[config.mk]
export PLATFORM = sky130hd
export DESIGN_NAME = mem_port_arbiter
export DESIGN_NICKNAME = d
export VERILOG_FILES = /design/src/rtl/mem_port_arbiter.sv
export SDC_FILE = /design/constraint.sdc
export NUM_CORES = 1
export LEC_CHECK = 0
export ABC_CLOCK_PERIOD_IN_PS = 1680
export CAP_MARGIN = 40
export CORE_AREA = 2 2 116 118
export DETAILED_ROUTE_END_ITERATION = 10
export DIE_AREA = 0 0 118 120
export PLACE_DENSITY = 0.63
export SETUP_SLACK_MARGIN = 0.1
export SLEW_MARGIN = 10
export SYNTH_ARGS = -nofsm -noshare
export SYNTH_HDL_FRONTEND = slang
export SYNTH_SLANG_ARGS = --single-unit
[constraint.sdc]
create_clock -name clk -period 1.68 [get_ports clk]
set_input_delay 0.336 -clock clk [delete_from_list [all_inputs] [get_ports clk]]
set_output_delay 0.336 -clock clk [all_outputs]
set_load 0.03 [all_outputs]
[src/rtl/mem_port_arbiter.sv]
// Two-requester arbiter in front of a single-port memory with fixed read latency.
// One transaction in flight at a time; ties alternate between requesters.
module mem_port_arbiter #(
   parameter int LATENCY = 1
) (
   input  logic        clk,
   input  logic        rst,
   input  logic        req0_valid,
   input  logic        req1_valid,
   output logic        req0_ready,
   output logic        req1_ready,
   input  logic        req0_we,
   input  logic        req1_we,
   input  logic [31:0] req0_addr,
   input  logic [31:0] req1_addr,
   input  logic [31:0] req0_wdata,
   input  logic [31:0] req1_wdata,
   output logic        rsp0_valid,
   output logic        rsp1_valid,
   output logic [31:0] rsp0_rdata,
   output logic [31:0] rsp1_rdata,
   output logic        mem_en,
   output logic        mem_we,
   output logic [31:0] mem_addr,
   output logic [31:0] mem_wdata,
   input  logic [31:0] mem_rdata,
   output logic        busy
);

   typedef enum logic [1:0] {IDLE, WAIT, RESP} state_t;

   localparam logic [1:0] CNT_LOAD = 2'((LATENCY > 1) ? (LATENCY - 2) : 0);

   state_t     r_state;
   state_t     w_nextState;
   logic [1:0] r_cnt;
   logic [1:0] w_nextCnt;
   logic       r_lastGrant;
   logic       r_gntId;
   logic       r_isRead;
   logic       r_postRst;
   logic       w_canAccept;
   logic       w_grant0;
   logic       w_grant1;
   logic       w_accept;
   logic       w_respOn;

   // r_postRst keeps the cycle right after reset fully quiet.
   always_comb begin
      w_canAccept = rst && !r_postRst && (r_state != WAIT);
      w_grant0    = w_canAccept && req0_valid && (!req1_valid || r_lastGrant);
      w_grant1    = w_canAccept && req1_valid && (!req0_valid || !r_lastGrant);
      w_accept    = w_grant0 || w_grant1;
   end

   always_comb begin
      req0_ready = w_grant0;
      req1_ready = w_grant1;
      mem_en     = w_accept;
      mem_we     = 1'b0;
      mem_addr   = '0;
      mem_wdata  = '0;
      if (w_grant0) begin
         mem_we    = req0_we;
         mem_addr  = req0_addr;
         mem_wdata = req0_wdata;
      end else if (w_grant1) begin
         mem_we    = req1_we;
         mem_addr  = req1_addr;
         mem_wdata = req1_wdata;
      end
   end

   always_comb begin
      w_nextState = r_state;
      w_nextCnt   = r_cnt;
      case (r_state)
         IDLE, RESP: begin
            if (w_accept) begin
               if (LATENCY == 1) begin
                  w_nextState = RESP;
               end else begin
                  w_nextState = WAIT;
                  w_nextCnt   = CNT_LOAD;
               end
            end else begin
               w_nextState = IDLE;
            end
         end
         WAIT: begin
            if (r_cnt == 2'd0) begin
               w_nextState = RESP;
            end else begin
               w_nextCnt = r_cnt - 2'd1;
            end
         end
         default: w_nextState = IDLE;
      endcase
   end

   always_ff @(posedge clk) begin
      if (!rst) begin
         r_state     <= IDLE;
         r_cnt       <= 2'd0;
         r_lastGrant <= 1'b1;
         r_gntId     <= 1'b0;
         r_isRead    <= 1'b0;
         r_postRst   <= 1'b1;
      end else begin
         r_state   <= w_nextState;
         r_cnt     <= w_nextCnt;
         r_postRst <= 1'b0;
         if (w_accept) begin
            r_lastGrant <= w_grant1;
            r_gntId     <= w_grant1;
            r_isRead    <= w_grant1 ? !req1_we : !req0_we;
         end
      end
   end

   // Response goes only to the latched grantee; writes complete with zero data.
   always_comb begin
      w_respOn   = rst && (r_state == RESP);
      rsp0_valid = w_respOn && !r_gntId;
      rsp1_valid = w_respOn && r_gntId;
      rsp0_rdata = (rsp0_valid && r_isRead) ? mem_rdata : '0;
      rsp1_rdata = (rsp1_valid && r_isRead) ? mem_rdata : '0;
      busy       = rst && (r_state != IDLE);
   end

endmodule
==> run_results.csv, run 1 <==
group,metric,value,unit
global_routing,grt_max_degree,39,
clocking,cts_sinks,5,
setup_path,crit_path_top_delay_cell,"dfxtp_2",
synthesis,yosys.cell_count.top_type,"a22o_1",
timing,skew,0.001824,ns
power,p_sw,519.1,uW
timing,drv_slew,0,
global_routing,grt_pass1_wl,16.46,mm
setup_path,crit_path_start_kind,"flip-flop",
status,violations,"negative setup slack",
timing,setup_ws,-0.2217,ns
power,seqPwrFrac,8.3,%
floorplanning,ios,301,
synthesis,syn_area_per_cell,7.500,sq um
timing,rsz0062_at_grt,"yes",
setup_path,arrival,1.57,ns
setup_path,crit_fanout,10,
power,p_leak,2.466,nW
clocking,h-tree-depth,1,
setup_path,path_cells,"and2b_2 > nand3_4 > inv_8 > clkbuf_16 > a22o_2 > buf_6",
power,p_int,1.092,mW
min_path,min_path_type,"input port to flip-flop",
clocking,cts.clk_slew.worst_paths,0.03,ns
clocking,clk_latency,0.23,ns
status,status,"complete, but fails checks",
floorplanning,die_area,0.01416,sq mm
synthesis,ys_ff_latch,5,
timing,tightest_slew,0.3512,ns
synthesis,yosys.area.top_type,"a22o_1",
timing,tns,-18.34,ns
power,pwr-share-clk,24.5,%
final_layout,fill_cells,1214,
timing,setup_viol,130,
drt,viasPerCell,4.323,
synthesis,yosysSeqAreaShare,7.498,%
flow_run,cap_violations,0,
drt,totalWireLength,13.37,mm
place,gp_congestion,0.8302,
setup_path,worstSetupPathType,"flip-flop to primary output",
synthesis,yosysTopAreaCellShare,42.64,%
floorplanning,core_area,0.01298,sq mm
place,hpwl,8.712,mm
power,swShare,32.21,%
clocking,numCtsBuffers,3,
place,portBuffers,300,
clocking,cts_buffer_depth,2,
floorplanning,die_y,120,microns
setup_path,crit_required,1.34,ns
floorplanning,rows,42,
global_routing,grt_overflow_total,0,
power,p_comb_share,67.2,%
clocking,cts_root_buf,"clkbuf_16",
drt,drc,0,
drt,drt_iter0_drc,63,
final_layout,layout.nets,661,
power,peakVddDrop,0.2037,mV
setup_path,cp_num_buf_inv,3,
place,pre_cts_slack,-0.5230,ns
global_routing,grt_usage,15.02,%
floorplanning,start_util,10.29,%
synthesis,synth.distinct_cells,22,
clocking,cts_tree,"yes",
setup_path,critical-path-max-stage-delay,0.32,ns
final_layout,drive_gt1_share,58.10,%
min_path,hold_depth,3,
setup_path,cpLargestDelayFamily,"buffers and inverters",
synthesis,ys_top_cells_by_area,"a22o_1, and3_1, and2_1",
synthesis,syn_nets,344,
floorplanning,die_w,118,microns
power,power.density,282.8,mW/mm^2
global_routing,grt_antenna_before_repair,1,
synthesis,synth_edf_count,0,
setup_path,cp.depth,6,
final_layout,area_growth_syn_to_layout,326.8,%
synthesis,ys.flop_type,"dfxtp_1",
synthesis,ys_warn_count,0,
drt,wl_per_cell,19.92,microns
timing,hold_viol_final,0,
drt,vias,2901,
synthesis,syn_inst,178,
timing,period_needed,1.902,ns
synthesis,netlist_area,0.001335,sq mm
timing,fmax,525.8,MHz
synthesis,async_flop_share,0,%
setup_path,end_kind,"primary output",
drt,ant_nets,0,
synthesis,synth_common_cells,"a22o_1, and3_1, and2_1, clkbuf_1, buf_2",
power,p_total,1.611,mW
setup_path,reg2reg_depth,6,
global_routing,grt_pass1_vias,2854,
timing,finalCritPeriodShare,113.2,%
timing,relSlewSlack,76.58,%
drt,firstDrtPassIters,4,
## layout make-up
cell class              count  area (sq um)  share of cell area, %
inverters                   4         22.52                 0.3953
well taps                 176         220.2                  3.865
multi-input cells         146          1429                  25.08
clock buffers               4         78.83                  1.383
repair buffers            335          3841                  67.41
diodes                      1         2.502                0.04392
flip-flops and latches      5         103.9                  1.823
## cell families (layout without fill, tap and decap cells)
| family | count (synthesis) | count (layout) | synth area share, % |
|---|---|---|---|
| simple gates | 73 | 73 | 34.40 |
| flops | 5 | 5 | 7.498 |
| other cells | 0 | 1 | 0 |
| buf+inv | 27 | 343 | 10.96 |
| compound gates | 73 | 73 | 47.14 |
## registers in the layout (all words and copies together) (netlist names)
name,count
r_gntId,1
r_postRst,1
r_isRead,1
r_lastGrant,1
r_state,1
## cell usage in the layout (no fill, tap or decap), types with 2 or more instances in the layout
master             n
a22o_1            27
a22o_2            35
a22o_4             3
and2_4            32
and3_4            33
buf_12            11
buf_16             4
buf_4             11
buf_6            130
buf_8              3
clkbuf_16         14
clkdlybuf4s50_1  162
dfxtp_1            2
dfxtp_2            3
dlygate4sd2_1      2
inv_1              3
nand2_1            2
o21a_1             2
o21ai_0            2
## metrics by stage
step	hold WS (ns)	cell area, sq um	util [%]	cells
finish	0.4540	5698	43.90	671
global route	0.4845	5695	43.88	670
CTS	0.4335	5001	38.53	651
detailed placement	0.5040	4378	33.73	644
global placement	0.5048	4378	33.73	644
floorplan	0.3925	1383	-	178
## routing by layer
| layer | share of wire [%] | GRT usage, % | routed length (microns) | up-vias |
|---|---|---|---|---|
| met5 | 0.097 | 0 | 13 | - |
| met4 | 1.9 | 4.217 | 260 | 2 |
| met3 | 7.7 | 5.038 | 1030 | 15 |
| met2 | 51 | 27.36 | 6870 | 175 |
| met1 | 39 | 16.59 | 5190 | 1378 |
| li1 | - | - | - | 1331 |
## power by group through the flow
stage / combinational [mW] / sequential (mW) / clock (mW)
detailed placement: 0.915 / 0.133 / 0
CTS: 0.990 / 0.133 / 0.404
global route: 1.13 / 0.136 / 0.418
finish: 1.08 / 0.134 / 0.395
global placement: 0.909 / 0.134 / 0
floorplan: 0.318 / 0.133 / 0
## worst min-delay path, delay by kind of cell
family	cells	cell delay, ns
buf+inv	3	0.31
## repair_timing
action,CTS,global route
hold buffers,0,0
gates cloned,3,14
setup endpoints to repair,138,132
pin swaps,4,28
endpoints found under the hold margin,0,0
setup buffers,0,5
resized for setup,129,92
## worst paths after layout
check                 start             to  slack, ns
hold reg to reg     r_gntId        r_gntId       0.50
setup / recovery  r_postRst  mem_wdata[30]      -0.22
hold / removal          rst      r_postRst       0.45
setup reg to reg  r_postRst    r_lastGrant       0.33
(Power assumes the default switching activity.)
==> inputs of run 2 (changes only) <==
REMOVE_ABC_BUFFERS = 1   (was unset)
SKIP_CTS_REPAIR_TIMING = 1   (was unset)
==> run_results.csv, run 2 (synthesis results as in run 1) <==
group,metric,value,unit
status,status,"complete, but fails checks",
status,violations,"negative setup slack",
place,dp.cells,654,
floorplanning,die_w,118,microns
setup_path,crit_required,1.34,ns
timing,rsz0062_at_grt,"yes",
power,power.density,278.1,mW/mm^2
timing,tns,-18.02,ns
drt,drt_iter0_drc,87,
final_layout,mostFrequentLayoutCells,"clkdlybuf4s50_1, buf_6, a22o_1, buf_12, and2_4",
final_layout,stdcell_area,0.005992,sq mm
final_layout,drive_gt1_share,53.80,%
setup_path,worstSetupPathType,"flip-flop to primary output",
clocking,numCtsBuffers,3,
setup_path,crit_start,"r_postRst",
timing,skew,0.0003167,ns
final_layout,fin_cells,677,
drt,ant_nets,0,
clocking,cts.clk_slew.worst_paths,0.03,ns
final_layout,fill_cells,1179,
place,pre_cts_slack,-0.5932,ns
final_layout,multi_input_area,0.001496,sq mm
setup_path,reg2reg_depth,5,
floorplanning,rows,42,
place,portBuffers,300,
global_routing,grt_pass1_vias,2756,
power,p_leak,2.627,nW
timing,finalCritPeriodShare,117.5,%
floorplanning,die_area,0.01416,sq mm
clocking,cts_tree,"yes",
power,peakVddDrop,0.2179,mV
flow_run,cap_violations,0,
min_path,hold_depth,3,
place,gp_congestion,0.8304,
global_routing,grt_pass1_wl,16.44,mm
timing,hold_viol_final,0,
clocking,cts_buffer_depth,2,
min_path,min-delay-start,"rst",
timing,setup_viol,127,
floorplanning,die_y,120,microns
clocking,cts_root_buf,"clkbuf_16",
drt,firstDrtPassIters,4,
timing,fmax,506.7,MHz
timing,drv_slew,0,
floorplanning,ios,301,
setup_path,arrival,1.64,ns
floorplanning,start_util,10.29,%
floorplanning,core_area,0.01298,sq mm
final_layout,fin_util,46.16,%
timing,setup_ws,-0.2937,ns
place,hpwl,9.784,mm
global_routing,grt_max_degree,51,
setup_path,rr_endpoint,"r_isRead",
place,placed_area,0.004757,sq mm
setup_path,crit_fanout,8,
drt,drc,0,
timing,relSlewSlack,78.43,%
global_routing,grt_overflow_total,0,
clocking,h-tree-depth,1,
global_routing,grt_antenna_before_repair,1,
final_layout,ff_latch_area,106.4,sq um
global_routing,grt_usage,14.84,%
setup_path,r2r-start,"r_postRst",
drt,wl_per_cell,20.51,microns
clocking,clk_latency,0.23,ns
timing,tightest_slew,0.3236,ns
min_path,min_path_type,"input port to flip-flop",
min_path,min_to,"r_isRead",
final_layout,final_common_cell,"clkdlybuf4s50_1",
setup_path,crit_path_start_kind,"flip-flop",
final_layout,area_growth_syn_to_layout,348.8,%
drt,vias,2974,
drt,totalWireLength,13.89,mm
setup_path,rrSetupSlack,0.40,ns
clocking,cts_sinks,5,
setup_path,end_kind,"primary output",
drt,viasPerCell,4.393,
final_layout,layout.nets,667,
timing,period_needed,1.974,ns
-- run 2: critical path, stage by stage (launching register included) --
cell and delay [ns]:
dfxtp_2 0.32, nand3b_1 0.20, a21oi_4 0.25, buf_12 0.19
buf_4 0.14, a22o_1 0.17, buf_12 0.13
-- run 2: power breakdown --
part / total, mW / switching (mW) / leakage, nW / internal (mW)
logic: 1.14 / 0.452 / 2.55 / 0.693
clock network: 0.388 / 0.0739 / 0.0382 / 0.314
registers: 0.134 / 0.00702 / 0.0425 / 0.127
-- run 2: area by class of cell --
type | count | share of cell area, %
antenna | 1 | 0.04176
clock buffer | 4 | 1.316
inverter | 4 | 0.3341
multi-input combinational | 146 | 24.97
sequential | 5 | 1.775
tap | 176 | 3.675
timing repair buffer | 341 | 67.88
-- run 2: worst max-delay path by stage --
stage	end	depth (start not counted)
after floorplan	mem_addr[0]	3
after detailed placement	mem_wdata[30]	7
after global placement	mem_wdata[13]	7
final	mem_addr[6]	6
after CTS	mem_addr[14]	7
after global routing	mem_wdata[14]	6
-- run 2: layer usage --
layer	vias to the layer above	global-route usage, %	part of all wire [%]
met5	-	0	0
met4	0	2.485	1.4
met3	10	3.802	7.4
met2	201	26.09	51
met1	1423	18.48	40
li1	1340	-	-
-- run 2: through the flow --
step | hold WS (ns) | power (mW)
final | 0.4604 | 1.667
after global routing | 0.4846 | 1.734
after CTS | 0.5365 | 1.513
after detailed placement | 0.5329 | 1.115
after global placement | 0.5056 | 1.112
after floorplan | 0.3925 | 0.4257
==> inputs of run 3 (changes only) <==
ABC_AREA = 1   (was unset)
CORE_AREA = 2 2 117 119   (was 2 2 116 118)
DIE_AREA = 0 0 119 121   (was 0 0 118 120)
==> run_results.csv, run 3 <==
group,metric,value,unit
clocking,cts_tree,"yes",
global_routing,grt_usage,11.85,%
floorplanning,die_area,0.01440,sq mm
power,p_sw,566.0,uW
synthesis,async_flop_share,0,%
global_routing,grt_pass1_wl,13.74,mm
final_layout,multi_input_area,0.001719,sq mm
drt,drc,0,
setup_path,end_kind,"primary output",
clocking,h-tree-depth,1,
drt,ant_nets,0,
status,violations,"negative setup slack",
clocking,clk_latency,0.22,ns
flow_run,cap_violations,0,
synthesis,synth-compound-area-share,0,%
synthesis,ys.flop_type,"dfxtp_1",
timing,holdWs,0.4144,ns
global_routing,grt_max_degree,38,
synthesis,syn_inst,343,
power,pwr-share-clk,24.0,%
floorplanning,start_util,10.89,%
setup_path,reg2reg_depth,9,
status,status,"complete, but fails checks",
drt,drt_iter0_drc,61,
timing,skew,0.0002525,ns
synthesis,netlist_area,0.001425,sq mm
setup_path,r2r-start,"r_lastGrant",
floorplanning,core_area,0.01309,sq mm
global_routing,grt_overflow_total,0,
setup_path,crit_path_start_kind,"flip-flop",
setup_path,cp.depth,7,
synthesis,syn_area_per_cell,4.155,sq um
setup_path,cp_num_buf_inv,3,
final_layout,area_growth_syn_to_layout,330.3,%
clocking,cts_sinks,5,
synthesis,yosys.area_share.simple,74.45,%
timing,period_needed,1.811,ns
min_path,min-delay-start,"rst",
timing,rsz0062_at_grt,"yes",
power,swShare,35.16,%
synthesis,synth_fa_ha_area_share,0,%
power,p_comb_share,67.5,%
final_layout,drive_gt1_share,45.55,%
synthesis,ys_top_cells_by_area,"nand2_1, nor2_1, inv_1",
synthesis,yosysTopAreaCellShare,53.73,%
synthesis,yosysSeqAreaShare,7.024,%
setup_path,rr_endpoint,"r_isRead",
timing,finalCritPeriodShare,107.8,%
timing,relSlewSlack,79.99,%
power,peakVddDrop,0.1585,mV
synthesis,synth_xor_xnor_area_share,0,%
setup_path,path_cells,"nand2_1 > nand4_1 > bufinv_8 > clkbuf_16 > nand2_2 > nand2_2 > buf_6",
setup_path,crit_required,1.34,ns
drt,firstDrtPassIters,4,
synthesis,synth.distinct_cells,13,
timing,setup_viol,66,
place,gp_congestion,0.7101,
min_path,min_to,"r_postRst",
min_path,min_path_type,"input port to flip-flop",
setup_path,crit_path_top_delay_cell,"dfxtp_2",
setup_path,cpLargestDelayFamily,"buffers and inverters",
global_routing,grt_antenna_before_repair,0,
drt,viasPerCell,3.879,
synthesis,yosys.area.top_type,"nand2_1",
place,hpwl,8.219,mm
synthesis,synth_top_family_by_area,"simple AND/OR/NAND/NOR gates",
clocking,numCtsBuffers,3,
power,seqPwrFrac,8.5,%
synthesis,yosys.cell_count.top_type,"nand2_1",
clocking,cts_root_buf,"clkbuf_16",
setup_path,worstSetupPathType,"flip-flop to primary output",
timing,hold_viol_final,0,
setup_path,crit_fanout,7,
timing,fmax,552.1,MHz
synthesis,ys_ff_latch,5,
power,p_int,1.044,mW
floorplanning,die_w,119,microns
synthesis,ys_warn_count,0,
setup_path,cpMostUsedCell,"nand2_2",
setup_path,arrival,1.48,ns
drt,wl_per_cell,15.78,microns
floorplanning,ios,301,
power,p_leak,2.982,nW
drt,totalWireLength,13.42,mm
final_layout,fin_util,46.86,%
setup_path,rrSetupSlack,0.23,ns
global_routing,grt_pass1_vias,2724,
floorplanning,rows,42,
min_path,hold_depth,3,
final_layout,mostFrequentLayoutCells,"clkdlybuf4s50_1, nand2_1, buf_6, nor2_4, buf_4",
synthesis,synth_common_cells,"nand2_1, nor2_1, inv_1, buf_2",
final_layout,layout.nets,841,
clocking,cts.clk_slew.worst_paths,0.03,ns
floorplanning,die_y,121,microns
final_layout,n_antenna_cell,0,
clocking,cts_buffer_depth,2,
synthesis,synth_edf_count,0,
final_layout,fill_cells,1283,
drt,vias,3297,
final_layout,final_common_cell,"clkdlybuf4s50_1",
final_layout,ff_latch_area,105.1,sq um
synthesis,synth.area.mux_share,0,%
timing,setup_ws,-0.1312,ns
place,portBuffers,300,
timing,tightest_slew,0.2998,ns
power,power.density,262.5,mW/mm^2
timing,drv_slew,0,
setup_path,critical-path-max-stage-delay,0.32,ns
-- run 3: cell count changes after synthesis, moves of 2 or more --
cell,delta
and3_1,-33
o21a_1,-2
clkbuf_1,-5
buf_6,-3
nor2_1,+66
and2_1,-32
nand4_1,+2
nand2_1,+201
buf_4,+4
nand3_1,+3
o21ai_0,-2
a22o_1,-65
inv_1,+35
-- run 3: worst max path at each step --
stage | start | endpoint | slack, ns
6_report | r_lastGrant | mem_we | -0.13
3_3_place_gp | rst | mem_wdata[28] | -0.49
5_1_grt | r_lastGrant | mem_we | -0.21
2_1_floorplan | req0_valid | mem_we | -0.72
4_1_cts | rst | rsp1_rdata[8] | -0.53
3_5_place_dp | rst | rsp1_rdata[8] | -0.52
-- run 3: area by class of cell --
type,count,share of cell area (%)
repair buffers,346,62.31
multi-input cells,278,28.04
well taps,176,3.591
inverters,40,2.877
flip-flops and latches,5,1.714
clock buffers,4,1.285
repair inverters,1,0.1836
-- run 3: kinds of logic (layout without fill, tap and decap cells) --
| logic type | count (synthesis) | after routing |
|---|---|---|
| and+or+nand+nor | 278 | 278 |
| buffers and inverters | 60 | 391 |
| DFF | 5 | 5 |
-- run 3: worst reg2reg max path, cell delays in order (launching register included) --
cell,delay (ns)
dfxtp_2,0.32
nand2_1,0.05
nand4_1,0.15
bufinv_8,0.28
clkbuf_16,0.19
nand2_2,0.06
nand2_2,0.07
buf_4,0.11
buf_4,0.09
nor2_1,0.03
-- run 3: power by group through the flow --
| stage | combinational (mW) | sequential, mW | clock, mW |
|---|---|---|---|
| global route | 1.15 | 0.138 | 0.405 |
| detailed placement | 0.878 | 0.133 | 0 |
| CTS | 0.883 | 0.132 | 0.394 |
| global placement | 0.879 | 0.133 | 0 |
| finish | 1.09 | 0.138 | 0.386 |
| floorplan | 0.285 | 0.132 | 0 |
-- run 3: stage by stage --
stage	instance area, sq um	instances	setup slack, ns	power (mW)	setup TNS (ns)
after floorplan	1311	323	-0.7153	0.4176	-89.44
after global placement	4482	817	-0.4933	1.013	-53.01
after detailed placement	4482	817	-0.5163	1.012	-57.51
after CTS	4561	821	-0.5280	1.409	-57.93
after global routing	6132	850	-0.2096	1.694	-11.75
final	6132	850	-0.1312	1.610	-5.947
-- run 3: routing by layer --
metal | track usage, % | part of all wire (%) | wire (microns)
met5 | 0 | 0 | 0
met4 | 2.083 | 0.43 | 58
met3 | 3.477 | 8.5 | 1141
met2 | 23.31 | 55 | 7426
met1 | 12.50 | 36 | 4790
